### src/rtl/fifo_pkg.sv
// Shared FIFO helper package: pointer, address and count width helpers.
package fifo_pkg;

  // Address bits needed to index DEPTH entries.
  function automatic int addr_w(input int depth);
    return $clog2(depth);
  endfunction

  // Pointer width: address bits plus one wrap bit, so full and empty differ.
  function automatic int ptr_w(input int depth);
    return $clog2(depth) + 1;
  endfunction

  // Fill-level width: must represent 0..DEPTH inclusive.
  function automatic int cnt_w(input int depth);
    return $clog2(depth) + 1;
  endfunction

  // True when depth is a power of two (required for modulo pointer wrap).
  function automatic bit is_pow2(input int depth);
    return (depth > 0) && ((depth & (depth - 1)) == 0);
  endfunction

endpackage

### src/rtl/fifo_ram_sdp.sv
// Simple dual-port RAM: one write port, one registered read port.
// The storage array has no reset; only the read data register is cleared.
module fifo_ram_sdp
  import fifo_pkg::*;
#(
  parameter int WIDTH = 32,
  parameter int DEPTH = 16,
  localparam int AW   = addr_w(DEPTH)
) (
  input  logic             i_clk,
  input  logic             i_rst_n,
  input  logic             i_we,
  input  logic [AW-1:0]    i_waddr,
  input  logic [WIDTH-1:0] i_wdata,
  input  logic             i_re,
  input  logic [AW-1:0]    i_raddr,
  output logic [WIDTH-1:0] o_rdata
);

  logic [WIDTH-1:0] r_mem [DEPTH];
  logic [WIDTH-1:0] r_rdata;

  // Storage write; contents survive reset and are never read before rewritten.
  always_ff @(posedge i_clk) begin
    if (i_we) r_mem[i_waddr] <= i_wdata;
  end

  // Registered read; holds its value on cycles without an accepted read.
  always_ff @(posedge i_clk or negedge i_rst_n) begin
    if (!i_rst_n)  r_rdata <= '0;
    else if (i_re) r_rdata <= r_mem[i_raddr];
  end

  assign o_rdata = r_rdata;

endmodule

### src/rtl/fifo_singleclock_std.sv
// Single-clock standard (non-FWFT) FIFO. dout/empty/rd_en feed the FWFT
// conversion stage directly as fifo_dout/fifo_empty/fifo_rd_en.
module fifo_singleclock_std
  import fifo_pkg::*;
#(
  parameter int WIDTH     = 32,
  parameter int DEPTH     = 16,
  parameter int AF_THRESH = DEPTH - 2
) (
  input  logic                     clk,
  input  logic                     rst,
  input  logic [WIDTH-1:0]         din,
  input  logic                     wr_en,
  output logic                     full,
  output logic                     almost_full,
  input  logic                     rd_en,
  output logic [WIDTH-1:0]         dout,
  output logic                     empty,
  output logic [$clog2(DEPTH):0]   count,
  output logic                     overflow,
  underflow
);

  localparam int PW = ptr_w(DEPTH);
  localparam int AW = addr_w(DEPTH);

  logic [PW-1:0] r_wr_ptr, r_rd_ptr;
  logic          r_overflow, r_underflow;
  logic          w_full, w_empty, w_wr_acc, w_rd_acc;
  logic [PW-1:0] w_count;

  // Flags come straight from registered pointers, so they reflect pre-edge state.
  assign w_empty  = (r_wr_ptr == r_rd_ptr);
  assign w_full   = (r_wr_ptr[AW-1:0] == r_rd_ptr[AW-1:0]) &&
                    (r_wr_ptr[PW-1] != r_rd_ptr[PW-1]);
  assign w_count  = r_wr_ptr - r_rd_ptr;
  assign w_wr_acc = wr_en && !w_full;
  assign w_rd_acc = rd_en && !w_empty;

  // Pointer advance on accepted accesses; wraps modulo 2*DEPTH.
  always_ff @(posedge clk or negedge rst) begin
    if (!rst) begin
      r_wr_ptr <= '0;
      r_rd_ptr <= '0;
    end else begin
      if (w_wr_acc) r_wr_ptr <= r_wr_ptr + 1'b1;
      if (w_rd_acc) r_rd_ptr <= r_rd_ptr + 1'b1;
    end
  end

  // Error pulses: one cycle after a rejected write or read.
  always_ff @(posedge clk or negedge rst) begin
    if (!rst) begin
      r_overflow  <= 1'b0;
      r_underflow <= 1'b0;
    end else begin
      r_overflow  <= wr_en && w_full;
      r_underflow <= rd_en && w_empty;
    end
  end

  fifo_ram_sdp #(
    .WIDTH (WIDTH),
    .DEPTH (DEPTH)
  ) u_ram (
    .i_clk   (clk),
    .i_rst_n (rst),
    .i_we    (w_wr_acc),
    .i_waddr (r_wr_ptr[AW-1:0]),
    .i_wdata (din),
    .i_re    (w_rd_acc),
    .i_raddr (r_rd_ptr[AW-1:0]),
    .o_rdata (dout)
  );

  assign full        = w_full;
  assign empty       = w_empty;
  assign count       = w_count;
  assign almost_full = (w_count >= PW'(AF_THRESH));
  assign overflow    = r_overflow;
  assign underflow   = r_underflow;

endmodule

### config.mk
export PLATFORM = sky130hd
export DESIGN_NAME = fifo_singleclock_std
export DESIGN_NICKNAME = d
export VERILOG_FILES = /design/src/rtl/fifo_pkg.sv /design/src/rtl/fifo_ram_sdp.sv /design/src/rtl/fifo_singleclock_std.sv
export SDC_FILE = /design/constraint.sdc
export NUM_CORES = 1
export LEC_CHECK = 0
export BUFFER_PORTS_ARGS = -buffer_cell sky130_fd_sc_hd__clkbuf_2
export CAP_MARGIN = 0
export CELL_PAD_IN_SITES_DETAIL_PLACEMENT = 2
export CELL_PAD_IN_SITES_GLOBAL_PLACEMENT = 2
export CORE_MARGIN = 2
export CORE_UTILIZATION = 44
export DETAILED_ROUTE_END_ITERATION = 10
export PLACE_DENSITY = 0.78
export SETUP_SLACK_MARGIN = 0.05
export SKIP_CTS_REPAIR_TIMING = 1
export SYNTH_ARGS = -nofsm -noshare
export SYNTH_HDL_FRONTEND = slang
export SYNTH_SLANG_ARGS = --single-unit
### constraint.sdc
create_clock -name clk -period 4.9 [get_ports clk]
set_clock_uncertainty 0.1 [all_clocks]
set_input_delay 0.49 -clock clk [delete_from_list [all_inputs] [get_ports clk]]
set_output_delay 0.49 -clock clk [all_outputs]
set_load 0.005 [all_outputs]
* Word-level counts from Yosys, hierarchy flattened
Memory sizes are Yosys's and may differ from the RTL's. A register that Yosys moved wholly into a read port is not among the register bits.
Cells that the tools add are included.
Widths: inputs -> output; s select.
** Storage, ports and cells
- Register bits :: 12
- Memory bits (writable) :: 512
- Bits of input ports :: 36
- Logic and storage cells :: 22
- Memories kept :: 1
** Memories
- u_ram.r_mem :: depth 16, width 32, read ports 1, clocked after Yosys merged registers in 1, write ports 1, line fifo_ram_sdp.sv:20 : logic [WIDTH-1:0] r_mem [DEPTH];
** Cells by class
- Add/sub/neg operators :: 3
- Magnitude comparators :: 1
- Equality and inequality tests :: 3
- Muxes and demuxes :: 2
- Reduce and logical (&&, ||, !) cells :: 8
** Operators with widths (count)
- $add 5x1->5 const B :: 2
- $eq 5x5->1 :: 1
- $ge 5x4->1 const B :: 1
- $logic_and 1x1->1 :: 5
- $sub 5x5->5 :: 1
- $eq 4x4->1 :: 1
- $logic_not 1->1 :: 3
- $mux 1 :: 2
- $ne 1x1->1 :: 1

* Depth between registers and ports, before layout
- Depth in word-level cells :: 6
- Mapped depth :: 12

* By module
Synthesis repeated with hierarchy kept, for this count alone.
** Unflattened totals
- Cell total of the unflattened synthesis :: 949
- Area total of the unflattened synthesis :: 21551.9 um^2
** By module, submodules not included
- fifo_ram_sdp :: instances 1, cells an instance 876, area an instance 20788.7 um^2, seq. area each 16175.5 um^2
- fifo_singleclock_std :: instances 1, cells an instance 73, area an instance 763.2 um^2, seq. area each 300.3 um^2

* Worst setup path before layout
Ideal clock, no wire load.
- Kind :: reg2reg
- Start :: register r_rd_ptr[1]
- End :: memory u_ram.r_mem[3][0] (enable)
- Library setup time :: 461 ps
- Arrival :: 4369 ps
- Path slack :: -30 ps
- Cell stages (with the launch flop) :: 11
- Path buffers :: 4
- Path through :: dfrtp_1 > clkbuf_2 > buf_6 > buf_6 > buf_6 > inv_1 > ha_1 > and4_1 > a21boi_1 > nand2_1 > nor3_1
** On the way
- Longest elaborated chain between the ends :: 6
** Ends and longest elaborated chain
- start, declared :: line fifo_singleclock_std.sv:27 : logic [PW-1:0] r_wr_ptr, r_rd_ptr;
- start signal, assigned :: line fifo_singleclock_std.sv:47 : if (w_rd_acc) r_rd_ptr <= r_rd_ptr + 1'b1;
- $eq 4x4->1 :: line fifo_singleclock_std.sv:34 : assign w_full = (r_wr_ptr[AW-1:0] == r_rd_ptr[AW-1:0]) &&
- $logic_and 1x1->1 :: line fifo_singleclock_std.sv:34
- $logic_not 1->1 :: line fifo_singleclock_std.sv:37 : assign w_wr_acc = wr_en && !w_full;
- $logic_and 1x1->1 :: line fifo_singleclock_std.sv:37
- $mux 1 :: line fifo_ram_sdp.sv:25 : if (i_we) r_mem[i_waddr] <= i_wdata;
- $mux 1 (implied by the code) :: line fifo_ram_sdp.sv:25
- end, declared :: line fifo_ram_sdp.sv:20
Every way passes these cells.

* Worst setup path after layout
- Start :: register r_wr_ptr[3]
- End :: memory u_ram.r_mem[10][17] (enable)
** On the way
- Longest elaborated chain between the ends :: 6
** Ends and longest elaborated chain
- start, declared :: line fifo_singleclock_std.sv:27
- start signal, assigned :: line fifo_singleclock_std.sv:46 : if (w_wr_acc) r_wr_ptr <= r_wr_ptr + 1'b1;
- $eq 4x4->1 :: line fifo_singleclock_std.sv:34
- $logic_and 1x1->1 :: line fifo_singleclock_std.sv:34
- $logic_not 1->1 :: line fifo_singleclock_std.sv:37
- $logic_and 1x1->1 :: line fifo_singleclock_std.sv:37
- $mux 1 :: line fifo_ram_sdp.sv:25
- $mux 1 (implied by the code) :: line fifo_ram_sdp.sv:25
Several ways; a longest one is shown, not always the timed one.

==> impl_metrics.csv <==
group,metric,value,unit
sta,setup_repair_after_global_routing_missed_its_margin,"false",
synthesis,synthMuxAreaShare,15.23,%
setup_path,critPathKind,"reg -> reg",
detailed_routing,route.vias.total,10460,
hold_path,min-delay-path-class,"in -> reg",
setup_path,ff2ff_setup_slack,0.67,ns
grt,grt_pass1_vias,11680,
detailed_routing,met2_routed_length,30060,µm
detailed_routing,top_layer_used,"met5",
sta,holdWs,0.07219,ns
placed_design,dp_slack,0.7625,ns
cells_and_area,fin_area,0.02435,mm²
clock_network,cts_htree_levels,2,
cells_and_area,fillCellCount,4032,
run_status,run_status,"complete, no violations",
synthesis,syn_area_per_cell,22.46,µm²
placed_design,gpl.final_weighted_congestion,0.7378,
clock_network,worst_skew_pair.late_latency,0.61,ns
grt,grt_max_degree,132,
setup_path,worstPathCellList,"ha_1 -> and4_1 -> a21boi_1 -> nand2_1 -> nor2_4 -> buf_4",
detailed_routing,first_iteration_detailed_routing_drc_count,1033,
placed_design,placed_cell_area,0.02250,mm²
die,die_w,224.0,µm
synthesis,seq_area_frac_synth,77.38,%
clock_network,tritoncts_clock_tree,"done",
sta,worst_slack,0.6717,ns
synthesis,synth_xor_xnor_area_share,0.4525,%
pwr,leakage_power,7.827,nW
pwr,vdd_ir_drop_max,0.4089,mV
synthesis,yosysWarningCount,0,
setup_path,critical_path.max_stage_delay,0.83,ns
setup_path,worstSetupStartpointType,"register",
detailed_routing,drc_errors,0,
setup_path,crit_buf_inv,1,
cells_and_area,finish.net_count,1102,
synthesis,syn_area,0.02129,mm²
die,core-area,0.04775,mm²
sta,worst_pin_slew,1.158,ns
grt,global_route.overflow_total,0,
cells_and_area,layout.cells.most_common_list,"512 x sky130_fd_sc_hd__edfxtp_1, 128 x sky130_fd_sc_hd__mux4_2, 77 x sky130_fd_sc_hd__clkbuf_2, 58 x sky130_fd_sc_hd__clkbuf_16, 41 x sky130_fd_sc_hd__dfrtp_1",
sta,max_freq,236.5,MHz
synthesis,synth.ff_latch_count,556,
placed_design,numPortBuffers,77,
grt,grtUsageTotal,24.11,%
synthesis,yosys.area_share.simple,0.9285,%
setup_path,worst_ep_arrival,4.41,ns
job,max_capacitance_violation_count,0,
die,floorplan.rows,80,
setup_path,critPathSlowestCell,"sky130_fd_sc_hd__dfrtp_1",
synthesis,synth.distinct_cells,38,
cells_and_area,share_of_final_layout_standard_cells_stronger_than_drive_strength_1,35.87,%
clock_network,clkTransAtPathRegs,0.07,ns
clock_network,ctsLongestPathBuffers,3,
pwr,power.density,610.8,mW/mm²
grt,grt_antenna_before_repair,1,
synthesis,synth_compound_area_share,3.790,%
detailed_routing,detail-route-antenna-nets,0,
sta,final.setup.tns,0,ns
setup_path,worst_path_dominant_cell_family,"simple AND/OR/NAND/NOR gates",
sta,fraction_of_the_cycle_the_final_worst_path_needs,86.29,%
die,floorplan.initialDensity,44.59,%
synthesis,syn_nets,994,
setup_path,crit_path_max_fanout,18,
synthesis,synth_cells,948,
cells_and_area,layout_commonest_cell,"sky130_fd_sc_hd__edfxtp_1",
sta,finalSetupViolations,0,
detailed_routing,finalWirelength,58850,µm
die,die_height,224.0,µm
sta,maxSlewHeadroom,22.79,%
cells_and_area,layout-area-overhead-vs-synth,14.38,%
sta,timing.final.hold_violations,0,
sta,finalWorstPathRequiredPeriod,4.228,ns
detailed_routing,detail_route.wirelength.met1,24020,µm
cells_and_area,regArea,0.01648,mm²
cells_and_area,diodes,0,
detailed_routing,drtPass1Iterations,6,
detailed_routing,routed-wl-met3,3269,µm
grt,global_route_wire_length_before_repair,85680,µm
clock_network,cts_inserted_buffers,57,
setup_path,cp.required,5.08,ns
clock_network,root_buffer_master,"sky130_fd_sc_hd__clkbuf_16",
clock_network,cts.sinks,556,
sta,maxSlewViolCount,0,
placed_design,dp_wirelength,36160,µm
synthesis,largest_family_of_logic_cells_by_synthesized_area,"multiplexers",
detailed_routing,routed_wirelength_normalized_by_instance_count,34.23,µm
synthesis,post_synth_fa_ha_maj_area_fraction,0.6229,%
die,dieArea,0.05016,mm²
setup_path,setup.worst_path.end_class,"register",
detailed_routing,vias_per_cell,6.083,
die,ios,78,
cells_and_area,multi_input_comb_area,0.004612,mm²
==> metal layers <==
metal,global-route usage (%),vias to the layer above
li1,-,4209
met1,32.01,5775
met2,41.04,377
met3,4.394,93
met4,6.882,2
met5,0,-
==> path summary, 6_finish.rpt <==
check | startpoint | endpoint | cells after the start
setup reg to reg | r_wr_ptr[3] | u_ram.r_mem[10][17] | 6
setup / recovery | r_wr_ptr[3] | u_ram.r_mem[10][17] | 6
max in group asynchronous | rst | r_rd_ptr[2] | 3
hold reg to reg | r_rd_ptr[4] | r_rd_ptr[4] | 1
hold / removal | rd_en | underflow | 2
min in group asynchronous | rst | underflow | 2
==> power breakdown <==
group          total [W]  internal, W  leakage [nW]  switching (W)
Clock            0.00427      0.00245         0.886        0.00183
Sequential       0.00615      0.00582          5.12       0.000332
Combinational    0.00445      0.00190          1.82        0.00255
==> area by class of cell <==
type	count	area share (%)
sequential	556	67.69
clock buffer	90	6.864
tap	615	3.160
inverter	10	0.1541
timing repair buffer	103	2.497
multi-input combinational	328	18.94
clock inverter	17	0.6987
==> synth_stat cells, drive strengths merged <==
cell	instances	share of area (%)
buf	32	1.0
fa	1	0.094
and4	1	0.041
a21o	1	0.035
xnor2	8	0.33
a21oi	33	0.78
nor3b	1	0.035
clkbuf	22	0.39
nand4	5	0.15
nand2	10	0.18
o31ai	1	0.035
edfxtp	512	72
nor2b	1	0.029
mux4	128	14
mux2	32	1.7
a21boi	2	0.071
ha	9	0.53
inv	10	0.18
nand2b	2	0.059
or2	1	0.029
o21ai	3	0.070
nor2	13	0.23
o22ai	64	2.7
and3	1	0.029
dfrtp	44	5.2
o21a	1	0.035
o211ai	1	0.035
and2	2	0.059
nor3	4	0.094
xor2	3	0.12
==> cells by family (layout without fill, tap and decap cells) <==
kind of cell,after synthesis,after routing
buffers and inverters,64,220
AND/OR/NAND/NOR,41,41
multiplexers,160,160
adder cells (fa/ha/maj),10,10
flip-flops,556,556
XOR/XNOR,11,11
AO/OA/AOI/OAI,106,106
==> sequential cells by signal (all words and copies together) (netlist names) <==
register	cells
underflow	1
overflow	1
r_wr_ptr	5
u_ram.o_rdata	32
u_ram.r_mem	512
r_rd_ptr	5
==> through the flow <==
step	total power, W	instances	utilization, %
floorplan	0.009058	948	-
global placement	0.01039	1611	47.13
detailed placement	0.01073	1611	47.13
CTS	0.01503	1718	50.99
global route	0.01547	1719	51.01
finish	0.01488	1719	51.01
Note: power is estimated with default switching activity, not from simulation.
